`src/rtl/lbus_pkg.sv`:
```
// rtl/lbus_pkg.sv - shared state encoding and default parameters for the local bus arbiter
package lbus_pkg;

  typedef enum logic [2:0] {
    IDLE  = 3'd0,
    SLAVE = 3'd1,
    ZREQ  = 3'd2,
    ZWAIT = 3'd3,
    OWN   = 3'd4,
    REL   = 3'd5,
    HOLD  = 3'd6
  } state_t;

  localparam int DEF_MAX_BEATS = 16;
  localparam int DEF_HOLDOFF   = 4;
  localparam int DEF_TIMEOUT   = 255;

endpackage

```
`src/rtl/lbus_arbiter_if.sv`:
```
// rtl/lbus_arbiter_if.sv - host/NCR/Zorro handshake signals seen by the local bus arbiter
interface lbus_arbiter_if;

  logic slave_req;
  logic slave_done;
  logic SBR_n;
  logic MASTER_n;
  logic EBG_n;
  logic FCS_n;
  logic DTACK_n;
  logic BERR_n;
  logic slave_gnt;
  logic SBG_n;
  logic EBR_n;
  logic mybus;
  logic dma_abort;
  logic dma_timeout;

  modport slave (
    input  slave_req, slave_done, SBR_n, MASTER_n, EBG_n, FCS_n, DTACK_n, BERR_n,
    output slave_gnt, SBG_n, EBR_n, mybus, dma_abort, dma_timeout
  );

  modport master (
    output slave_req, slave_done, SBR_n, MASTER_n, EBG_n, FCS_n, DTACK_n, BERR_n,
    input  slave_gnt, SBG_n, EBR_n, mybus, dma_abort, dma_timeout
  );

endinterface

```
`src/rtl/lbus_arbiter_sync2.sv`:
```
// rtl/lbus_arbiter_sync2.sv - two-flop synchroniser for active-low async inputs, resets to 1
module sync2 (
  input  logic clk,
  input  logic rst_n,
  input  logic i_d,
  output logic o_q
);

  logic r_meta;
  logic r_sync;

  always_ff @(posedge clk or negedge rst_n) begin
    if (!rst_n) begin
      r_meta <= 1'b1;
      r_sync <= 1'b1;
    end else begin
      r_meta <= i_d;
      r_sync <= r_meta;
    end
  end

  assign o_q = r_sync;

endmodule

```
`src/rtl/lbus_arbiter.sv`:
```
// rtl/lbus_arbiter.sv - local/Zorro bus ownership between host slave cycles and NCR DMA
// Optional DMA watchdog enabled by defining WATCHDOG_EN.
module lbus_arbiter
  import lbus_pkg::*;
#(
  parameter int MAX_BEATS = DEF_MAX_BEATS,
  parameter int HOLDOFF   = DEF_HOLDOFF
`ifdef WATCHDOG_EN
  ,
  parameter int TIMEOUT   = DEF_TIMEOUT
`endif
) (
  input  logic           clk,
  input  logic           IORST_n,
  lbus_arbiter_if.slave  bus
);

  state_t     r_state;
  state_t     w_state_nxt;
  logic [7:0] r_beat_cnt;
  logic [7:0] r_hold_cnt;
  logic       r_dtack_d;
  logic       r_dma_abort;

  logic w_sbr_n_s;
  logic w_ebg_n_s;
  logic w_sbr;
  logic w_ebg;
  logic w_bus_free;
  logic w_dtack_fall;
  logic w_cap;
  logic w_done;
  logic w_hold_exp;
  logic w_abort;

  sync2 u_sync_sbr (.clk(clk), .rst_n(IORST_n), .i_d(bus.SBR_n), .o_q(w_sbr_n_s));
  sync2 u_sync_ebg (.clk(clk), .rst_n(IORST_n), .i_d(bus.EBG_n), .o_q(w_ebg_n_s));

  assign w_sbr        = ~w_sbr_n_s;
  assign w_ebg        = ~w_ebg_n_s;
  assign w_bus_free   = w_ebg & bus.FCS_n & bus.DTACK_n;
  assign w_dtack_fall = r_dtack_d & ~bus.DTACK_n;
  // Cap only takes effect between NCR cycles so the in-flight transfer completes.
  assign w_cap        = (r_beat_cnt == 8'(MAX_BEATS)) & bus.MASTER_n;
  assign w_done       = ~w_sbr & bus.MASTER_n;
  assign w_hold_exp   = ({1'b0, r_hold_cnt} + 9'd1) >= 9'(HOLDOFF);

`ifdef WATCHDOG_EN
  logic [7:0] r_wd_cnt;
  logic       r_dma_timeout;
  logic       w_wd_hit;

  assign w_wd_hit = (r_wd_cnt == 8'(TIMEOUT));
  assign w_abort  = ~bus.BERR_n | w_wd_hit;

  always_ff @(posedge clk or negedge IORST_n) begin
    if (!IORST_n) begin
      r_wd_cnt      <= 8'd0;
      r_dma_timeout <= 1'b0;
    end else begin
      if (r_state != OWN || !bus.DTACK_n) begin
        r_wd_cnt <= 8'd0;
      end else if (!w_wd_hit) begin
        r_wd_cnt <= r_wd_cnt + 8'd1;
      end
      if (r_state == OWN && w_wd_hit) begin
        r_dma_timeout <= 1'b1;
      end
    end
  end

  assign bus.dma_timeout = r_dma_timeout;
`else
  assign w_abort         = ~bus.BERR_n;
  assign bus.dma_timeout = 1'b0;
`endif

  always_ff @(posedge clk or negedge IORST_n) begin
    if (!IORST_n) begin
      r_state     <= IDLE;
      r_beat_cnt  <= 8'd0;
      r_hold_cnt  <= 8'd0;
      r_dtack_d   <= 1'b1;
      r_dma_abort <= 1'b0;
    end else begin
      r_state     <= w_state_nxt;
      r_dtack_d   <= bus.DTACK_n;
      r_dma_abort <= (r_state == OWN) & w_abort;
      if (r_state != OWN) begin
        r_beat_cnt <= 8'd0;
      end else if (w_dtack_fall && r_beat_cnt != 8'(MAX_BEATS)) begin
        r_beat_cnt <= r_beat_cnt + 8'd1;
      end
      if (r_state == HOLD) begin
        r_hold_cnt <= r_hold_cnt + 8'd1;
      end else begin
        r_hold_cnt <= 8'd0;
      end
    end
  end

  always_comb begin
    w_state_nxt = r_state;
    unique case (r_state)
      IDLE: begin
        if (bus.slave_req)  w_state_nxt = SLAVE;
        else if (w_sbr)     w_state_nxt = ZREQ;
      end
      SLAVE: begin
        if (bus.slave_done) w_state_nxt = w_sbr ? HOLD : IDLE;
      end
      ZREQ: begin
        if (w_bus_free)     w_state_nxt = ZWAIT;
      end
      ZWAIT: begin
        if (!w_ebg)         w_state_nxt = ZREQ;
        else if (w_bus_free) w_state_nxt = OWN;
      end
      OWN: begin
        if (w_abort || w_done || w_cap) w_state_nxt = REL;
      end
      REL: begin
        if (bus.FCS_n)      w_state_nxt = HOLD;
      end
      HOLD: begin
        if (bus.slave_req)  w_state_nxt = SLAVE;
        else if (w_hold_exp) w_state_nxt = w_sbr ? ZREQ : IDLE;
      end
      default:              w_state_nxt = IDLE;
    endcase
  end

  always_comb begin
    bus.slave_gnt = 1'b0;
    bus.SBG_n     = 1'b1;
    bus.EBR_n     = 1'b1;
    bus.mybus     = 1'b0;
    unique case (r_state)
      SLAVE: bus.slave_gnt = 1'b1;
      ZREQ:  bus.EBR_n     = 1'b0;
      ZWAIT: bus.EBR_n     = 1'b0;
      OWN: begin
        bus.SBG_n = 1'b0;
        bus.mybus = 1'b1;
      end
      REL:   bus.mybus     = 1'b1;
      default: ;
    endcase
  end

  assign bus.dma_abort = r_dma_abort;

endmodule
```
`src/flat_wrapper.sv`:
```
// flat-port wrapper written by rule: the top's interface ports become plain ports
module lbus_arbiter_flat import lbus_pkg::*;
#(
  parameter int MAX_BEATS = DEF_MAX_BEATS,
  parameter int HOLDOFF   = DEF_HOLDOFF

)
  (clk, IORST_n, bus_slave_req, bus_slave_done, bus_SBR_n, bus_MASTER_n, bus_EBG_n, bus_FCS_n, bus_DTACK_n, bus_BERR_n, bus_slave_gnt, bus_SBG_n, bus_EBR_n, bus_mybus, bus_dma_abort, bus_dma_timeout);
  lbus_arbiter_if bus_i ();
  input  logic clk;
  input  logic IORST_n;
  input wire logic [$bits(bus_i.slave_req)-1:0] bus_slave_req;
  input wire logic [$bits(bus_i.slave_done)-1:0] bus_slave_done;
  input wire logic [$bits(bus_i.SBR_n)-1:0] bus_SBR_n;
  input wire logic [$bits(bus_i.MASTER_n)-1:0] bus_MASTER_n;
  input wire logic [$bits(bus_i.EBG_n)-1:0] bus_EBG_n;
  input wire logic [$bits(bus_i.FCS_n)-1:0] bus_FCS_n;
  input wire logic [$bits(bus_i.DTACK_n)-1:0] bus_DTACK_n;
  input wire logic [$bits(bus_i.BERR_n)-1:0] bus_BERR_n;
  output wire logic [$bits(bus_i.slave_gnt)-1:0] bus_slave_gnt;
  output wire logic [$bits(bus_i.SBG_n)-1:0] bus_SBG_n;
  output wire logic [$bits(bus_i.EBR_n)-1:0] bus_EBR_n;
  output wire logic [$bits(bus_i.mybus)-1:0] bus_mybus;
  output wire logic [$bits(bus_i.dma_abort)-1:0] bus_dma_abort;
  output wire logic [$bits(bus_i.dma_timeout)-1:0] bus_dma_timeout;
  assign bus_i.slave_req = bus_slave_req;
  assign bus_i.slave_done = bus_slave_done;
  assign bus_i.SBR_n = bus_SBR_n;
  assign bus_i.MASTER_n = bus_MASTER_n;
  assign bus_i.EBG_n = bus_EBG_n;
  assign bus_i.FCS_n = bus_FCS_n;
  assign bus_i.DTACK_n = bus_DTACK_n;
  assign bus_i.BERR_n = bus_BERR_n;
  assign bus_slave_gnt = bus_i.slave_gnt;
  assign bus_SBG_n = bus_i.SBG_n;
  assign bus_EBR_n = bus_i.EBR_n;
  assign bus_mybus = bus_i.mybus;
  assign bus_dma_abort = bus_i.dma_abort;
  assign bus_dma_timeout = bus_i.dma_timeout;
  lbus_arbiter #(.MAX_BEATS(MAX_BEATS), .HOLDOFF(HOLDOFF)) u_core (.clk(clk), .IORST_n(IORST_n), .bus(bus_i));
endmodule
```
`config.mk`:
```
export PLATFORM = sky130hd
export DESIGN_NAME = lbus_arbiter_flat
export DESIGN_NICKNAME = d
export VERILOG_FILES = /design/src/rtl/lbus_pkg.sv /design/src/rtl/lbus_arbiter_if.sv /design/src/rtl/lbus_arbiter_sync2.sv /design/src/rtl/lbus_arbiter.sv /design/src/flat_wrapper.sv
export SDC_FILE = /design/constraint.sdc
export NUM_CORES = 1
export LEC_CHECK = 0
export CORE_UTILIZATION = 58
export DETAILED_ROUTE_END_ITERATION = 10
export PLACE_DENSITY = 0.88
export SLEW_MARGIN = 20
export SYNTH_ARGS = -nofsm -noshare
export SYNTH_HDL_FRONTEND = slang
export SYNTH_SLANG_ARGS = --single-unit
```
`constraint.sdc`:
```
create_clock -name clk -period 3.8 [get_ports clk]
set_input_delay 0.76 -clock clk [delete_from_list [all_inputs] [get_ports clk]]
set_output_delay 0.76 -clock clk [all_outputs]
set_load 0.005 [all_outputs]
```
# --- Word level (Yosys, flattened, before mapping) ---
# Index checks and enable logic that the tools add are counted.
word_totals:
  word_cells: 66
  in_bits: 10
  output_inout_bits: 6
  regBits: 25
op_classes:
  muxes: 20
  reduce_logical: 8
  magnitude_cmp: 1
  bitwise: 9
  n_eq_ne: 16
  addsub: 3
op_table:
  columns: ["cell", "count"]
  rows:
  - ["$mux 3", 11]
  - ["$mux 8", 3]
  - ["$pmux 3 s7", 1]
  - ["$add 8x1->8 const B", 2]
  - ["$add 8x1->9 const B", 1]
  - ["$eq 3x3->1 const B", 3]
  - ["$ge 9x3->1 const B", 1]
  - ["$eq 8x5->1 const B", 1]
  - ["$ne 8x5->1 const B", 1]
  - ["$reduce_and 7->1", 1]
  - ["$and 1x1->1", 6]
  - ["$eq 3x2->1 const B", 2]
  - ["$ne 2x2->1 const B", 3]
  - ["$ne 3x2->1 const B", 2]
  - ["$ne 3x3->1 const B", 2]
  - ["$mux 1", 4]
  - ["$reduce_or 2->1", 2]
  - ["$eq 3x1->1 const B", 1]
  - ["$logic_not 3->1", 1]
  - ["$not 1->1", 3]
  - ["$logic_or 1x1->1", 2]
  - ["$mux 2", 1]
  - ["$ne 2x1->1 const B", 1]
  - ["$reduce_bool 2->1", 1]
  - ["$logic_and 1x1->1", 1]

# --- Depth between registers and ports, before layout ---
# Gate-level depths: netlist of the first run.
depth:
  word_depth: 6
  mapped_depth: 8
  depth_no_buf: 8

# --- By module ---
# Synthesis of the first run repeated with hierarchy kept, for this count alone.
unflattened:
  hier_cells: 133
  hier_area_um2: 1306.3
by_module_without_submodules:
  columns: ["mod", "n_inst", "cells_per_inst", "area_each_um2", "seq_area_each_um2"]
  rows:
  - ["lbus_arbiter", 1, 129, 1201.2, 526.8]
  - ["sync2", 2, 2, 52.6, 52.6]

# --- Worst setup path after synthesis of the first run ---
# No wires, ideal clock.
synth_timing:
  path_kind: "register -> register"
  startpoint: "register u_core.r_hold_cnt[0]"
  endpoint: "register u_core.r_state[2]"
  setup_time_ns: 0.123
  n_path_buf: 0
  required_ns: 3.677
  stages_incl_launch_ff: 8
  period_less_slack_ns: 1.982
  arrival_time_ns: 1.859
  path_slack_ns: 1.818
  cell_sequence: "dfrtp_1 ha_1 or2b_1 mux2_2 o22a_1 o31a_1 nor2b_4 mux2i_1"
synth_via:
  elab_chain_cells: 4
synth_rtl:
  columns: ["item", "line", "rtl"]
  rows:
  - ["start: declaration", "lbus_arbiter.sv:21", "logic [7:0] r_hold_cnt;"]
  - ["start signal: assignment", "lbus_arbiter.sv:95", "r_hold_cnt <= r_hold_cnt + 8'd1;"]
  - ["$add 8x1->9", "lbus_arbiter.sv:46", "assign w_hold_exp = ({1'b0, r_hold_cnt} + 9'd1) >= 9'(HOLDOFF);"]
  - ["$ge 9x3->1", "lbus_arbiter.sv:46", null]
  - ["$ne 3x2->1 (no line)", null, null]
  - ["$reduce_and 7->1 (no line)", null, null]
  - ["end signal: assignment", "lbus_arbiter.sv:86", "r_state <= w_state_nxt;"]
  - ["end: declaration", "lbus_arbiter.sv:18", "state_t r_state;"]
# Every way passes these cells.
# A chain may end at the register's enable or synchronous reset.

# --- Worst setup path after layout of the first run ---
layout_timing:
  startpoint: "register u_core.r_state[2]"
  endpoint: "output port bus_SBG_n"
layout_via:
  elab_chain_cells: 2
layout_rtl:
  columns: ["item", "line", "rtl"]
  rows:
  - ["$eq 3x3->1", "lbus_arbiter.sv:138", "unique case (r_state)"]
  - ["$mux 1", "lbus_arbiter.sv:138", null]
  - ["end: declaration", "flat_wrapper.sv:21", "output wire logic [$bits(bus_i.SBG_n)-1:0] bus_SBG_n;"]
# Every way passes these cells.

==> impl_results.md, run 1 <==
* Tcrit/Tclk final at 0.698
* Post-CTS Setup Inserts at 0
* Die area at 2470 sq um
* Post-DRT Antenna Nets at 0
* Worst slew margin at 0.601
* Antenna violations before repair at 0
* Post-Syn Area at 1320 sq um
* Ys Warns at 0
* Final std cells w/o fill at 178
* Leading area contributor after synthesis: dfrtp_1
* Final-report max-slew violation count at 0
* Layout cells sized above 1 at 0.0927
* Longest Clk Path Bufs at 2
* Worst path required time at 3.04 ns
* First-pass iteration count of the detailed router at 4
* Startpoint Class: flip-flop
* Final WL at 2470 um
* Total track usage at 0.229
* Worst Hold Class: reg -> reg
* H-Tree Depth at 1
* CTS tree: yes
* IO Port Bufs at 14
* Via count of the first global-routing pass at 1,011
* Yosys cell types at 41
* Starting Density at 0.646
* Power per cell area at 469 nW/um^2
* Post-synthesis sequential area ratio at 0.479
* Leading post-synthesis cells by cell area: dfrtp_1 (38%), dfstp_2 (10%), xor2_1 (6.0%)
* Max cap viols at 0
* Post-DP HPWL at 1800 um
* Placed cells at 174
* Post-synth ARST share at 1.00
* Final hold vios at 0
* CP Capture Type: output port
* Mapped Avg Cell Area at between 9 and 10 sq um
* Post-cts gate resize count at 0
* First-pass GRT wire length at roughly 4300 um
* Vias at 1,025
* GPL Wtd Cong at around 0.94
* Routed WL per cell at 13.9 um
* Nets@finish at 165
* Largest net degree at the start of global routing at 26
* Clk_skew at 0.00169 ns
* Ant diodes at 0
* Status: finished clean
* CTS hold repair buffers at 0
* Top FF cell, synth: dfrtp_1
* Post-synth top area share at 0.379
* DR DRC count at 0
* Final Critical Period at between 2 and 3 ns
* Synthesized flop and latch total at 25
* Fin Setup TNS at 0 ns
* Synth Net Count at 150
* Hold_ws at 0.373 ns
* Most frequent cells after synthesis: dfrtp_1 (20), nor2_1 (20), nand2_1 (9), xor2_1 (9), inv_1 (8)
* Clock buffer count from CTS at 3
* Pleak at between 0.6 and 0.7 nW
* RSZ-0062 raised after global routing: false
* Rows at 16
* Chip height at 49.7 um
* Top-level I/O count at 16
* Post-synthesis cell count at 137
* Initial DRC count at 31
* WS Path Type: reg -> out
* Finish-stage setup viols at 0
* Post-synth EDFFs at 0
* CTS Root Buffer Type: clkbuf_4
* Area Overhead vs Synth at 12.2%
* Critical Path AT at 1.89 ns
* Fmax at ~380 MHz
* Clock slew at reported path FFs at roughly 0.13 ns
* Core footprint at 2040 sq um
* Clock latency on the worst-skew pair at 0.31 ns
* Clock sink count at 25
* Worst slew pin tran at between 0.5 and 0.6 ns
* Via density at 5.76
* VDD IR max at 0.312 mV
* Grt total ovfl at 0
* Chip Width at between 40 and 50 um
* Critical path fanouts, max at 10
* Final design utilization at 0.725
## layout make-up
| class | instances | area (sq um) |
|---|---|---|
| repair buffers | 14 | 135 |
| clock buffers | 4 | 26.3 |
| inverters | 9 | 33.8 |
| well taps | 27 | 33.8 |
| multi-input cells | 99 | 621 |
| fillers | 157 | 561 |
| flip-flops and latches | 25 | 632 |
## per-stage QoR
stage	power [mW]	setup slack (ns)	instance area (sq um)
finish	0.695	1.15	1480
global route	0.736	1.03	1480
CTS	0.693	1.15	1490
detailed placement	0.579	1.37	1460
global placement	0.571	1.46	1460
floorplan	0.513	1.82	1320
## logic make-up after synthesis
logic type	after synthesis	share of synthesized area
xor+xnor	13	0.0863
compound gates	19	0.0929
flops	25	0.479
simple gates	61	0.244
other cells	1	0.00284
mux	2	0.0161
buf+inv	13	0.0512
fa+ha+maj	3	0.0284
## flip-flops by register name, summed over array words and instances, names as in the netlist
signal and cells:
u_core.u_sync_sbr.r_meta 1, u_core.u_sync_ebg.o_q 1, u_core.u_sync_sbr.o_q 1, u_core.u_sync_ebg.r_meta 1
u_core.r_dtack_d 1, u_core.bus.dma_abort 1, u_core.r_hold_cnt 8, u_core.r_beat_cnt 8
u_core.r_state 3
## cell usage in the layout, fill, tap and decap left out, types with 2 or more instances in the layout
cell type,count
and3_1,4
nand2b_1,2
nand2_1,9
o21ai_0,2
clkdlybuf4s50_1,13
a21oi_1,7
nor3b_1,2
nand3_1,7
clkbuf_4,3
a31oi_1,2
dfstp_2,5
ha_1,3
inv_1,8
nor3_1,5
xnor2_1,4
xor2_1,9
nand3b_1,2
o21ai_1,2
nor2_1,20
dfrtp_1,20
## layer usage
metal  wire length, um  up-vias  GRT usage  share of wire
met3                99        4     0.0309          0.040
met4                42        0     0.0857          0.017
met1              1080      498      0.286           0.44
met2              1240       29      0.401           0.50
met5                 0        -          0              0
li1                  -      494          -              -
## path summary, 6_finish.rpt
check,startpoint,to,slack [ns],depth (start not counted)
worst max-delay path,u_core.r_state[2]$_DFFE_PN0P_,bus_SBG_n,1.15,4
worst min-delay path,u_core.u_sync_sbr.r_meta$_DFF_PN1_,u_core.u_sync_sbr.o_q$_DFF_PN1_,0.37,0
worst min register to register,u_core.u_sync_sbr.r_meta$_DFF_PN1_,u_core.u_sync_sbr.o_q$_DFF_PN1_,0.37,0
min in group asynchronous,IORST_n,u_core.r_state[0]$_DFFE_PN0P_,0.41,1
worst max register to register,u_core.r_hold_cnt[0]$_DFF_PN0_,u_core.r_state[2]$_DFFE_PN0P_,1.63,7
max in group asynchronous,IORST_n,u_core.u_sync_sbr.r_meta$_DFF_PN1_,3.01,1
## power by group
group	switching, mW	leakage (nW)	internal (mW)
logic	0.120	0.290	0.122
clock network	0.0759	0.0150	0.0410
registers	0.0439	0.327	0.293
## worst max-delay path: stages, from the launching register on
cell and delay, ns:
dfrtp_1 0.49, inv_1 0.13, nor2_1 0.19, nand2_1 0.26, clkdlybuf4s50_1 0.52
Power figures use the tool's default switching activity.
==> run 2, diff against run 1 <==
--- a/config.mk
+++ b/config.mk
@@ -5,9 +5,9 @@
 export SDC_FILE = /design/constraint.sdc
 export NUM_CORES = 1
 export LEC_CHECK = 0
-export CORE_UTILIZATION = 58
+export CORE_UTILIZATION = 54
 export DETAILED_ROUTE_END_ITERATION = 10
-export PLACE_DENSITY = 0.88
+export PLACE_DENSITY = 0.83
 export SLEW_MARGIN = 20
 export SYNTH_ARGS = -nofsm -noshare
 export SYNTH_HDL_FRONTEND = slang
==> constraint.sdc (replaced) <==
create_clock -name clk -period 2.5 [get_ports clk]
set_input_delay 0.5 -clock clk [delete_from_list [all_inputs] [get_ports clk]]
set_output_delay 0.5 -clock clk [all_outputs]
set_load 0.005 [all_outputs]
==> run 2 against run 1 <==
Compared with the run above:
- core utilization decreased by 5.9 points
- register-to-register slack got worse by 1.2 ns
- global-route usage decreased by 1.7 points
- power increased by 51%
- via count decreased by 2.7%
- sequential cell count unchanged
- highest routed layer unchanged
==> impl_results.md, run 2 (synthesized netlist as in run 1, its figures left out) <==
* Rows at 17 (+1)
* Most frequent cells in the layout: nor2_1 (20), dfrtp_1 (20), clkdlybuf4s50_1 (14), nand2_1 (9), xor2_1 (9)
* IO Port Bufs at 14 (unchanged)
* Fin Setup TNS at 0 ns (unchanged)
* Total track usage at 0.213 (-0.0166)
* Power Total at 1.05 mW (+51%)
* Critical Path AT at 1.72 ns (-0.17 ns)
* Nets@finish at 167 (+1.2%)
* Post-CTS Setup Inserts at 0 (unchanged)
* VDD IR max at 0.728 mV (+130%)
* GPL Wtd Cong at 0.874 (-7.3%)
* Chip Width at 51.4 um (+3.5%)
* WS Path Type: reg -> out
* Longest Clk Path Bufs at 2 (unchanged)
* Worst slew margin at 0.629 (+0.0281)
* Startpoint Class: flip-flop
* DR DRC count at 0 (unchanged)
* Placed cells at 177 (+1.7%)
* Routed WL per cell at 12.9 um (-6.6%)
* Clock slew at reported path FFs at 0.13 ns (about the same)
* Fmax at 450 MHz
* Via count of the first global-routing pass at 988 (-2.3%)
* Final-report max-slew violation count at 0 (unchanged)
* Final std cells w/o fill at 181 (+1.7%)
* CTS Root Buffer Type: clkbuf_4
* Status: finished clean
* Worst path required time at 2.00 ns (-1.04 ns)
* Initial DRC count at 28 (-9.7%)
* Final Critical Period at 2.22 ns
* Clk_skew at 0.00276 ns (+0.00108 ns)
* Vias at 997 (-2.7%)
* Pleak at 0.640 nW (+1.4%)
* Worst slew pin tran at 0.556 ns (-0.0420 ns)
* Die area at 2650 sq um (+7.1%)
* Finish-stage setup viols at 0 (unchanged)
* Antenna violations before repair at 0 (unchanged)
* Ant diodes at 0 (unchanged)
* Layout cells sized above 1 at 0.0980 (+0.00532)
* Post-DRT Antenna Nets at 0 (unchanged)
* Post-DP HPWL at 1740 um (-3.7%)
* Hold_ws at 0.366 ns (-0.00746 ns)
* Starting Density at 0.585 (-0.0610)
* Top-level I/O count at 16 (unchanged)
* First-pass GRT wire length at 4210 um (-2.1%)
* Worst Hold Class: reg -> reg
* Tcrit/Tclk final at 0.888
* Grt total ovfl at 0 (unchanged)
* Core footprint at 2250 sq um (+10%)
* Final hold vios at 0 (unchanged)
* Clock sink count at 25 (unchanged)
* Max cap viols at 0 (unchanged)
* Via density at 5.51 (-4.3%)
* CP Capture Type: output port
* Chip height at 51.4 um (+3.5%)
* Power per cell area at 700 nW/um^2 (+49%)
* Final WL at 2340 um (-5.1%)
* RSZ-0062 raised after global routing: false
* Clock buffer count from CTS at 3 (unchanged)
* Biggest regs: u_core.r_beat_cnt (8), u_core.r_hold_cnt (8), u_core.r_state (3)
* Critical path fanouts, max at 8 (-2)
* Post-cts gate resize count at 0 (unchanged)
* FILL cells at 189 (+20%)
* Area Overhead vs Synth at 13.8%
* Clock latency on the worst-skew pair at 0.30 ns (about the same)
* CTS tree: yes
* Largest net degree at the start of global routing at 26 (unchanged)
* CTS hold repair buffers at 0 (unchanged)
* H-Tree Depth at 1 (unchanged)
* First-pass iteration count of the detailed router at 4 (unchanged)
## run 2: cell type report
cell class	count	area, sq um	area share
Timing Repair Buffer	16	155	0.103
Sequential cell	25	632	0.420
Tap cell	28	35.0	0.0233
Clock buffer	4	26.3	0.0175
Multi-Input combinational cell	99	621	0.413
Inverter	9	33.8	0.0225
## run 2: metrics by stage
| stage | cell area, sq um | util | worst slack (ns) |
|---|---|---|---|
| final | 1500 | 0.666 | 0.279 |
| after global placement | 1480 | 0.655 | 0.414 |
| after detailed placement | 1480 | 0.655 | 0.316 |
| after global routing | 1500 | 0.666 | 0.101 |
| after CTS | 1500 | 0.666 | 0.286 |
| after floorplan | 1320 | - | 0.518 |
## run 2: critical path, cell delays in order (launching register included)
cell,delay [ns]
dfrtp_1,0.49
inv_1,0.13
nor2_1,0.21
nand2_1,0.13
clkdlybuf4s50_1,0.47
## run 2: worst paths after layout
check	from	end	slack, ns	cells past startpoint
min	u_core.u_sync_ebg.r_meta$_DFF_PN1_	u_core.u_sync_ebg.o_q$_DFF_PN1_	0.37	0
max reg2reg	u_core.r_hold_cnt[0]$_DFF_PN0_	u_core.r_state[2]$_DFFE_PN0P_	0.41	7
min in group asynchronous	IORST_n	u_core.bus.dma_abort$_DFF_PN0_	0.54	2
min reg2reg	u_core.u_sync_ebg.r_meta$_DFF_PN1_	u_core.u_sync_ebg.o_q$_DFF_PN1_	0.37	0
max	u_core.r_state[2]$_DFFE_PN0P_	bus_SBG_n	0.28	4
max in group asynchronous	IORST_n	u_core.u_sync_sbr.o_q$_DFF_PN1_	1.67	2
## run 2: report_power, final
group          leakage [nW]  internal, mW  switching [mW]
combinational         0.299         0.192           0.179
clock                0.0150        0.0620           0.108
sequential            0.327         0.445          0.0645
## run 2: layer usage
metal	vias up	global-route usage	part of all wire
met4	0	0.0586	0.011
li1	497	-	-
met2	20	0.357	0.49
met3	2	0.0357	0.040
met5	-	0	0
met1	478	0.282	0.46
==> run 3, diff against run 2 <==
--- a/config.mk
+++ b/config.mk
@@ -5,6 +5,8 @@
 export SDC_FILE = /design/constraint.sdc
 export NUM_CORES = 1
 export LEC_CHECK = 0
+export CORE_ASPECT_RATIO = 1.1
+export CORE_MARGIN = 2
 export CORE_UTILIZATION = 54
 export DETAILED_ROUTE_END_ITERATION = 10
 export PLACE_DENSITY = 0.83
==> run 3 against run 2 <==
Compared with the run above:
- via count up 2.3%
- core utilization down 0.48 points
- combinational power about the same
- final area up 0.17%
- power up 0.54%
- non-clock buffer count unchanged
- first-iteration DRC count up 21%
- hold slack worse by 0.0021 ns
- sequential share of layout area down 0.070 points
- highest routed layer unchanged
==> impl_results.md, run 3 (synthesized netlist as in run 1, its figures left out) <==
* Status: finished clean
* RSZ-0062 raised after global routing: false
* Critical Path AT at 1.76 ns (+0.04 ns)
* First-pass GRT wire length at 4150 um (-1.3%)
* Biggest regs: u_core.r_beat_cnt (8), u_core.r_hold_cnt (8), u_core.r_state (3)
* Crit-path max cell delay at 0.50 ns (about the same)
* Routed WL per cell at 12.9 um (-0.29%)
* FILL cells at 183 (-3.2%)
* Area Overhead vs Synth at 14.0%
* CP Capture Type: output port
* CTS tree: yes
* Top-level I/O count at 16 (unchanged)
* Via density at 5.57 (+1.2%)
* Fin worst setup slack at 0.245 ns (-0.0344 ns)
* Via count of the first global-routing pass at 987 (-0.10%)
* CTS Root Buffer Type: clkbuf_4
* First-pass iteration count of the detailed router at 4 (unchanged)
* Clock slew at reported path FFs at 0.12 ns (about the same)
* Internal power at 699 uW (about the same)
* Core footprint at 2270 sq um (+0.89%)
* Post-cts gate resize count at 0 (unchanged)
* CTS hold repair buffers at 0 (unchanged)
* VDD IR max at 0.401 mV (-45%)
* Worst slew pin tran at 0.561 ns (+0.00572 ns)
* Die area at 2860 sq um (+7.9%)
* Finish-stage setup viols at 0 (unchanged)
* Nets@finish at 167 (unchanged)
* Switching Share at 0.339 (+0.00371)
* WS Path Type: reg -> out
* Slowest cell on crit path: dfrtp_1
* Chip Width at 51.1 um (-0.58%)
* DR DRC count at 0 (unchanged)
* Antenna violations before repair at 0 (unchanged)
* Total track usage at 0.191 (-0.0211)
* Worst path required time at 2.00 ns (about the same)
* Ant diodes at 0 (unchanged)
* Clock sink count at 25 (unchanged)
* Max cap viols at 0 (unchanged)
* Post-DRT Antenna Nets at 0 (unchanged)
* Grt total ovfl at 0 (unchanged)
* Starting Density at 0.580 (-0.00515)
* Comb pwr share at 0.351 (-0.003)
* Place WS at 0.367 ns (+0.0507 ns)
* Final WL at 2360 um (+0.81%)
* Worst Hold Class: reg -> reg
* H-Tree Depth at 1 (unchanged)
* Pleak at 0.640 nW (unchanged)
* Tcrit/Tclk final at 0.902 (+0.0138)
* Startpoint Class: flip-flop
* Post-CTS Setup Inserts at 0 (unchanged)
* CP Cell Sequence: inv_1, nor2_1, nand2_1, clkdlybuf4s50_1
* Most frequent cells in the layout: nor2_1 (20), dfrtp_1 (20), clkdlybuf4s50_1 (14), nand2_1 (9), xor2_1 (9)
* Largest net degree at the start of global routing at 26 (unchanged)
* Layout cells sized above 1 at 0.0980 (unchanged)
* Initial DRC count at 34 (+21%)
* Clock latency on the worst-skew pair at 0.31 ns (about the same)
* Fmax at 443 MHz (-1.5%)
* GPL Wtd Cong at 0.903 (+3.3%)
* Final Critical Period at 2.26 ns (+0.0344 ns)
* Critical path fanouts, max at 8 (unchanged)
* Clock buffer count from CTS at 3 (unchanged)
* Final hold vios at 0 (unchanged)
* Longest Clk Path Bufs at 2 (unchanged)
* Post-DP HPWL at 1780 um (+2.3%)
* Worst slew margin at 0.625 (-0.00382)
* Rows at 18 (+1)
* Final-report max-slew violation count at 0 (unchanged)
* Power per cell area at 702 nW/um^2 (+0.37%)
* Clk_skew at 0.00300 ns (+0.000237 ns)
* IO Port Bufs at 14 (unchanged)
* Fin Setup TNS at 0 ns (unchanged)
* Chip height at 55.9 um (+8.6%)
* Net load switching power at 358 uW (+1.7%)
* Vias at 1,020 (+2.3%)
* Clock share of power at 0.162 (about the same)
* Seq pwr share at 0.487 (+0.003)
## run 3: cell counts in the layout (fill, tap and decap cells not counted)
Identical to the previous run, type by type.
## run 3: final cells by class
cell class	count	area, sq um	area share
sequential	25	632	0.420
multi-input combinational	99	621	0.412
timing repair buffer	16	155	0.103
tap	30	37.5	0.0249
clock buffer	4	26.3	0.0175
inverter	9	33.8	0.0224
## run 3: per-layer routing
metal / routed length (um) / track usage / up-vias / share of wire
li1: - / - / 500 / -
met1: 1090 / 0.265 / 486 / 0.46
met2: 1130 / 0.293 / 30 / 0.48
met3: 100 / 0.0242 / 4 / 0.042
met4: 42 / 0.0965 / 0 / 0.018
met5: 0 / 0 / - / 0
## run 3: path summary, 6_finish.rpt
path / startpoint / endpoint / cells past startpoint / slack, ns
setup / recovery: u_core.r_state[2]$_DFFE_PN0P_ / bus_SBG_n / 4 / 0.24
hold / removal: u_core.u_sync_ebg.r_meta$_DFF_PN1_ / u_core.u_sync_ebg.o_q$_DFF_PN1_ / 0 / 0.36
setup reg to reg: u_core.r_hold_cnt[0]$_DFF_PN0_ / u_core.r_state[2]$_DFFE_PN0P_ / 7 / 0.41
hold reg to reg: u_core.u_sync_ebg.r_meta$_DFF_PN1_ / u_core.u_sync_ebg.o_q$_DFF_PN1_ / 0 / 0.36
max in group asynchronous: IORST_n / u_core.u_sync_ebg.r_meta$_DFF_PN1_ / 2 / 1.68
min in group asynchronous: IORST_n / u_core.r_beat_cnt[1]$_DFFE_PN0P_ / 2 / 0.53
## run 3: metrics by stage
step	instance area (sq um)	util	hold WS [ns]	power, mW	cells
4_1_cts	1510	0.662	0.365	1.06	183
6_report	1510	0.662	0.364	1.06	183
3_5_place_dp	1480	0.650	0.347	0.891	179
5_1_grt	1510	0.662	0.370	1.13	183
3_3_place_gp	1480	0.650	0.346	0.878	179
2_1_floorplan	1320	-	0.204	0.780	137
## run 3: power groups by stage
stage	clock network [mW]	logic [mW]	registers (mW)
6_report	0.171	0.371	0.515
5_1_grt	0.191	0.415	0.522
4_1_cts	0.178	0.372	0.512
3_5_place_dp	0	0.371	0.520
3_3_place_gp	0	0.363	0.516
2_1_floorplan	0	0.311	0.470
## run 3: worst max-delay path, delay by kind of cell, from the launching register on
family	cells	cell delay, ns
buffers and inverters	2	0.60
AND/OR/NAND/NOR	2	0.34
flip-flops	1	0.50
